<file path="config.mk">
export PLATFORM = sky130hd
export DESIGN_NAME = fighter_ctrl
export DESIGN_NICKNAME = d
export VERILOG_FILES = /design/src/rtl/fighter_ctrl.sv
export SDC_FILE = /design/constraint.sdc
export NUM_CORES = 1
export LEC_CHECK = 0
export ABC_AREA = 1
export BUFFER_PORTS_ARGS = -buffer_cell sky130_fd_sc_hd__buf_2
export CAP_MARGIN = 10
export CORE_UTILIZATION = 35
export DETAILED_ROUTE_END_ITERATION = 7
export PLACE_DENSITY = 0.61
export SYNTH_ARGS = -nofsm -noshare
export SYNTH_HDL_FRONTEND = slang
export SYNTH_SLANG_ARGS = --single-unit
</file>
<file path="constraint.sdc">
create_clock -name clk_pix -period 2.3 [get_ports clk_pix]
set_clock_uncertainty 0.05 [all_clocks]
set_input_delay 0.46 -clock clk_pix [delete_from_list [all_inputs] [get_ports clk_pix]]
set_output_delay 0.46 -clock clk_pix [all_outputs]
set_load 0.01 [all_outputs]
</file>
<file path="src/rtl/fighter_ctrl.sv">
// Frame-stepped fighter controller: synchronized and debounced buttons drive a
// walk / attack state machine that moves a 40-px sprite along X.
module fighter_ctrl #(
   parameter int X_MIN      = 0,
   parameter int X_MAX      = 599,
   parameter int X_INIT     = 0,
   parameter int WALK_SPD   = 2,
   parameter int DEB_FRAMES = 3,
   parameter int STARTUP_F  = 4,
   parameter int ACTIVE_F   = 3,
   parameter int RECOVER_F  = 8
) (
   input  logic       clk_pix,
   input  logic       sim_rst,
   input  logic       frame_tick,
   input  logic       btn_left,
   input  logic       btn_right,
   input  logic       btn_attack,
   output logic [9:0] pos_x,
   output logic [2:0] fstate,
   output logic       hit_active,
   output logic [3:0] phase_cnt
);

   localparam logic [2:0] ST_IDLE    = 3'd0;
   localparam logic [2:0] ST_WALK_L  = 3'd1;
   localparam logic [2:0] ST_WALK_R  = 3'd2;
   localparam logic [2:0] ST_STARTUP = 3'd3;
   localparam logic [2:0] ST_ACTIVE  = 3'd4;
   localparam logic [2:0] ST_RECOVER = 3'd5;

   localparam int CW = (DEB_FRAMES < 2) ? 1 : $clog2(DEB_FRAMES + 1);

   // Button vectors: bit 0 left, bit 1 right, bit 2 attack.
   logic [2:0]    sync_a, sync_b;
   logic [2:0]    clean, clean_nxt;
   logic [CW-1:0] deb_cnt     [3];
   logic [CW-1:0] deb_cnt_nxt [3];
   logic          atk_pend, atk_rise;
   logic          walk_l, walk_r;

   logic [2:0]  state_nxt;
   logic [9:0]  pos_nxt, pos_dec, pos_inc;
   logic [3:0]  phase_nxt;
   logic [10:0] pos_w, pos_sum;
   logic        dec_ok;

   always_ff @(posedge clk_pix or posedge sim_rst) begin
      if (sim_rst) begin
         sync_a <= '0;
         sync_b <= '0;
      end else begin
         sync_a <= {btn_attack, btn_right, btn_left};
         sync_b <= sync_a;
      end
   end

   // A sample that disagrees with the clean level counts up; any agreeing sample clears.
   always_comb begin
      clean_nxt = clean;
      for (int i = 0; i < 3; i++) begin
         deb_cnt_nxt[i] = deb_cnt[i];
         if (frame_tick) begin
            if (sync_b[i] != clean[i]) begin
               if (int'(deb_cnt[i]) + 1 >= DEB_FRAMES) begin
                  clean_nxt[i]   = sync_b[i];
                  deb_cnt_nxt[i] = '0;
               end else begin
                  deb_cnt_nxt[i] = deb_cnt[i] + CW'(1);
               end
            end else begin
               deb_cnt_nxt[i] = '0;
            end
         end
      end
   end

   always_ff @(posedge clk_pix or posedge sim_rst) begin
      if (sim_rst) begin
         clean <= '0;
         for (int i = 0; i < 3; i++) deb_cnt[i] <= '0;
      end else begin
         clean <= clean_nxt;
         for (int i = 0; i < 3; i++) deb_cnt[i] <= deb_cnt_nxt[i];
      end
   end

   // Movement follows the level accepted on this very tick; attack waits one tick.
   assign atk_rise = clean_nxt[2] & ~clean[2];
   assign walk_l   = clean_nxt[0] & ~clean_nxt[1];
   assign walk_r   = clean_nxt[1] & ~clean_nxt[0];

   assign pos_w   = {1'b0, pos_x};
   assign pos_sum = pos_w + 11'(WALK_SPD);
   assign dec_ok  = pos_w >= (11'(X_MIN) + 11'(WALK_SPD));
   assign pos_dec = dec_ok ? (pos_x - 10'(WALK_SPD)) : 10'(X_MIN);
   assign pos_inc = (pos_sum > 11'(X_MAX)) ? 10'(X_MAX) : (pos_x + 10'(WALK_SPD));

   always_comb begin
      state_nxt = fstate;
      pos_nxt   = pos_x;
      phase_nxt = phase_cnt;
      if (frame_tick) begin
         case (fstate)
            ST_IDLE, ST_WALK_L, ST_WALK_R: begin
               phase_nxt = '0;
               if (atk_pend) begin
                  state_nxt = ST_STARTUP;
               end else if (walk_l) begin
                  state_nxt = ST_WALK_L;
                  pos_nxt   = pos_dec;
               end else if (walk_r) begin
                  state_nxt = ST_WALK_R;
                  pos_nxt   = pos_inc;
               end else begin
                  state_nxt = ST_IDLE;
               end
            end
            ST_STARTUP: begin
               if (phase_cnt == 4'(STARTUP_F - 1)) begin
                  state_nxt = ST_ACTIVE;
                  phase_nxt = '0;
               end else begin
                  phase_nxt = phase_cnt + 4'd1;
               end
            end
            ST_ACTIVE: begin
               if (phase_cnt == 4'(ACTIVE_F - 1)) begin
                  state_nxt = ST_RECOVER;
                  phase_nxt = '0;
               end else begin
                  phase_nxt = phase_cnt + 4'd1;
               end
            end
            ST_RECOVER: begin
               if (phase_cnt == 4'(RECOVER_F - 1)) begin
                  state_nxt = ST_IDLE;
                  phase_nxt = '0;
               end else begin
                  phase_nxt = phase_cnt + 4'd1;
               end
            end
            default: begin
               state_nxt = ST_IDLE;
               phase_nxt = '0;
            end
         endcase
      end
   end

   // Each tick replaces the pending press, so a press seen mid-attack is dropped.
   always_ff @(posedge clk_pix or posedge sim_rst) begin
      if (sim_rst) begin
         fstate     <= ST_IDLE;
         pos_x      <= 10'(X_INIT);
         phase_cnt  <= '0;
         hit_active <= 1'b0;
         atk_pend   <= 1'b0;
      end else begin
         fstate     <= state_nxt;
         pos_x      <= pos_nxt;
         phase_cnt  <= phase_nxt;
         hit_active <= (state_nxt == ST_ACTIVE);
         if (frame_tick) atk_pend <= atk_rise;
      end
   end

endmodule
</file>
# Yosys cells after proc, flatten, opt, wreduce, memory -nomap -nowiden
# Index checks and enable logic that the tools add are counted.
# totals
register_bits,34
out_inout_bits,18
wordCells,80
# op_classes
add_sub_neg,10
order_cmp,5
eq_ne,12
mux,31
n_bitwise,7
n_reduce_logical,4
# ops
op,n
10-bit two-way mux,4
2-bit two-way mux,9
3-bit two-way mux,4
4-bit two-way mux,3
3-bit one-hot mux with 4 select lines,1
4-bit one-hot mux with 3 select lines,1
"10-bit by 2-bit adder with 11-bit output, second input constant",1
"11-bit by 10-bit > comparator with 1-bit output, second input constant",1
"10-bit by 2-bit adder with 10-bit output, second input constant",1
"10-bit by 2-bit greater-or-equal comparator with 1-bit output, second input constant",1
"10-bit by 2-bit subtractor with 10-bit output, second input constant",1
"2-bit by 1-bit adder with 3-bit output, second input constant",3
"3-bit == test, second input constant",3
"3-bit by 2-bit greater-or-equal comparator with 1-bit output, second input constant",3
1-bit two-way mux,9
"4-bit by 2-bit == test with 1-bit output, second input constant",2
"2-bit by 1-bit adder with 2-bit output, second input constant",3
"3-bit by 2-bit == test with 1-bit output, second input constant",2
"4-bit by 1-bit adder with 4-bit output, second input constant",1
"4-bit by 3-bit == test with 1-bit output, second input constant",1
1-bit inverter,4
4-bit AND reduction,1
1-bit AND,3
"3-bit by 1-bit == test with 1-bit output, second input constant",1
other kinds (4),6

# Depth between registers and ports, before layout
# depth
ltp_word,13
depth_mapped,13
ltp_nobuf,13

# Least setup slack after synthesis
# Ideal clock, no wire load.
# synth_path
kind,input to register
from,in frame_tick
to,reg pos_x[6]
setup_ps,121
arrival_ps,2123
setup_slack_ps,6
cell_stages,13
n_path_buf,3
cell_sequence,buf_2 > nand2_1 > or2_2 > o21ai_0 > inv_1 > ha_1 > nor2_1 > and3_1 > buf_2 > buf_2 > nor2_1 > a21oi_1 > nand2_1
# synth_between
elab_chain_cells,5
word_cells_on_any_way,9
classes_between,mux: 3; bitwise: 4; reduce/logical: 2
# synth_rtl
element,line_no,text
start: declaration,15,"input logic frame_tick,"
1-bit two-way mux *,63,if (frame_tick) begin
named net clean_nxt[1],36,"logic [2:0] clean, clean_nxt;"
1-bit inverter,90,assign walk_l = clean_nxt[0] & ~clean_nxt[1];
1-bit AND,90,
2-bit nonzero test (no line),--,
4-bit AND reduction (no line),--,
end signal: assignment,155,pos_x <= 10'(X_INIT);
end signal: assignment,161,pos_x <= pos_nxt;
end: declaration,19,"output logic [9:0] pos_x,"
# Mark *: on every way through the listed nets, which the timed path passes. The rest lies on a longest branch.
# A chain may end at the register's enable or synchronous reset.

# Final worst setup path
# layout_path
from,reg deb_cnt[3] (netlist name)
to,reg pos_x[2]
# layout_between
elab_chain_cells,9
word_cells_on_any_way,11
classes_between,add/sub: 1; order compare: 1; mux: 4; bitwise: 3; reduce/logical: 2
# layout_rtl
element,line_no,text
start: declaration,37,logic [CW-1:0] deb_cnt [3];
2-bit by 1-bit adder with 3-bit output *,65,if (int'(deb_cnt[i]) + 1 >= DEB_FRAMES) begin
3-bit by 2-bit greater-or-equal comparator with 1-bit output *,65,
1-bit two-way mux *,65,
1-bit two-way mux *,64,if (sync_b[i] != clean[i]) begin
1-bit two-way mux *,63,
named net clean_nxt[1],36,
1-bit inverter,90,
1-bit AND,90,
2-bit nonzero test (no line),--,
4-bit AND reduction (no line),--,
# Marks and branches as above.

==> results.toml <==
[cells_and_area]
syn2layout_area_growth_pct = 15.2
instances_no_fill = 377
fin_area_mm2 = 0.00240
drive_gt1_share_pct = 19.0
nets = 317
n_antenna_cell = 0

[timing]
fin_crit_ns = 2.04
rsz0062_at_grt = "false"
hold_violations = 0
slew_headroom_pct = 70.9
worstMarginPinSlew_ns = 0.437
slew_viol_final = 0
finalWorstSetupSlack_ns = 0.259
fmax_mhz = 490
finalSetupTns_ns = 0
setup_violations = 0
fin_crit_sh_pct = 88.7

[route]
drtPass1Iterations = 4
wire_per_inst_um = 11.5
drt-initial-drc-count = 66
vias_per_cell = 4.78
drtAntennaViolNets = 0
wirelength_um = 4330
via_count = 1801
drc = 0

[die]
core-area_mm2 = 0.00564
row_count = 27
dieArea_mm2 = 0.00628
die_w_um = 79.2
die_y_um = 79.2
io_pins = 24
start_util_pct = 37.0

[global_route]
grt_antenna_before_repair = 0
grt_start_max_net_pins = 35
grtUsageTotal_pct = 15.7
first_global_vias = 1695
gr-total-overflow = 0
grt_pass1_wl_um = 7710

[synth]
yosys-top-cells-area = "dfrtp_1 41%, nand2_1 12%, inv_1 7.6%, nand3_1 4.6%, o21ai_0 4.3%"
synthMostInstantiatedCell = "nand2_1"
ys_warn_count = 0
synth_common_cells = "67 x nand2_1, 42 x inv_1, 34 x dfrtp_1"
postSynthCellCount = 273
synth_edf_count = 0
syn-num-nets = 286
yosys_register_bits = 34
synth.yosys.seq_area_share_pct = 40.8
syn_area_per_cell_um2 = 7.64
ys.flop_type = "dfrtp_1"
synth_top_area_share_pct = 40.8
yosys.area.top_type = "dfrtp_1"
synth_cell_types = 33
async_flop_share_pct = 100
synth_area_mm2 = 0.00209

[power_and_ir_drop]
power_density_mw_per_mm2 = 1250
peakVddDrop_mv = 0.396
leakage_nw = 1.25

[worst_setup_path]
reg2reg_slack_ns = 0.26
rr_endpoint = "pos_x[2]$_DFFE_PP0P_"
criticalPathCategory = "reg2reg"
worstSetupStartpoint = "deb_cnt[3]$_DFFE_PP0P_"
crit_arrival_ns = 2.16
worstPathMaxFanout = 8
critPathLaunchType = "flop"
cp-end-kind = "flop"
crit_path_end = "pos_x[2]$_DFFE_PP0P_"
worstPathRequired_ns = 2.42
reg2regPathDepth = 11
reg2reg_from = "deb_cnt[3]$_DFFE_PP0P_"

[clocking]
clk_pin_slew_ns = 0.08
cts_tree = "yes"
cts-root-buf = "clkbuf_8"
clockBufferDepth = 2
ctsHoldBuffers = 0
clkSinkCount = 34
cts_buffers = 5
post_cts_buffers = 0
ctsResizeCount = 0
insertion_delay_ns = 0.28
htree_levels = 2

[placed_design]
place_ws_ns = 0.0534
place.gp.congestion = 0.836
placed_area_mm2 = 0.00231
dp_hpwl_um = 3270
dp.cells = 369
portBuffers = 23

[run_status]
status = "finished, final reports clean"

[hold_path]
hold_path_class = "in2async"

[run]
drv_cap = 0
[logic make-up after synthesis]
logic type | synth area share [%]
buffers and inverters | 9.05
and+or+nand+nor | 29.1
xor gates and xnor gates | 2.52
AOI/OAI and AO/OA | 13.8
DFF | 40.8
muxes | 0.480
adders and majority gates | 4.20
[final cells by class]
cell class	count	area, um2
clock buffer	7	86.3
clock inverter	1	5.00
fill	567	3240
inverter	44	165
multi-input combinational	190	1050
sequential	34	851
tap	72	90.1
timing repair buffer	29	160
[worst max-delay path, cell delays in order, from the launching register on]
cell	delay [ns]
dfrtp_1	0.38
nand2_1	0.07
or2_2	0.26
o21ai_0	0.10
inv_1	0.10
ha_1	0.27
nor2_1	0.09
and3_1	0.23
buf_4	0.18
nand2_1	0.05
o21ai_0	0.08
nand2_1	0.07
[sequential cells by signal (all words and copies together), names as in the netlist]
signal / count
phase_cnt: 4
fstate: 3
deb_cnt: 6
clean: 3
atk_pend: 1
sync_b: 3
hit_active: 1
sync_a: 3
pos_x: 10
[worst min-delay path by stage]
stage,startpoint,to,cells after the start
final,sim_rst,pos_x[7]$_DFFE_PP0P_,3
after global routing,btn_attack,sync_a[2]$_DFF_PP0_,1
after floorplan,sync_a[0]$_DFF_PP0_,sync_b[0]$_DFF_PP0_,0
after CTS,sim_rst,pos_x[7]$_DFFE_PP0P_,3
after detailed placement,sync_a[0]$_DFF_PP0_,sync_b[0]$_DFF_PP0_,0
after global placement,sync_a[0]$_DFF_PP0_,sync_b[0]$_DFF_PP0_,0
[stage by stage]
stage	total power [mW]	util (%)	hold WS, ns
global placement	2.56	41.0	0.282
finish	3.02	42.6	0.208
global route	3.32	42.6	0.222
CTS	3.05	42.6	0.227
floorplan	2.16	-	0.281
detailed placement	2.57	41.0	0.288
[power breakdown]
part	switching, mW	internal, mW	total [mW]
Sequential	0.241	0.783	1.02
Clock	0.211	0.241	0.452
Combinational	0.957	0.585	1.54
Total	1.41	1.61	3.02
[per-layer routing]
metal | up-vias | share of wire, % | track usage (%)
met1 | 822 | 49 | 20.9
met5 | - | 0 | 0
met4 | 0 | 0.99 | 4.91
met3 | 5 | 3.9 | 3.45
li1 | 944 | - | -
met2 | 30 | 46 | 25.3
[placed cells by master, fill, tap and decap left out, types with 2 or more instances in the layout]
master	synthesis	final
o211ai_1	3	3
nand4_1	6	6
or2_2	2	2
a21oi_2	4	4
inv_2	2	2
a21oi_1	9	9
nand3_1	19	19
o2111ai_1	2	2
ha_1	7	7
o21ai_0	18	18
o21ai_1	6	6
buf_4	0	6
dfrtp_1	34	34
inv_1	42	42
nand3_2	2	2
nand2_1	67	67
clkbuf_8	0	6
nor2_1	21	21
xor2_1	6	6
buf_2	4	23
nor2_2	3	3
nand2_2	3	3
Note: power is estimated with default switching activity, not from simulation.
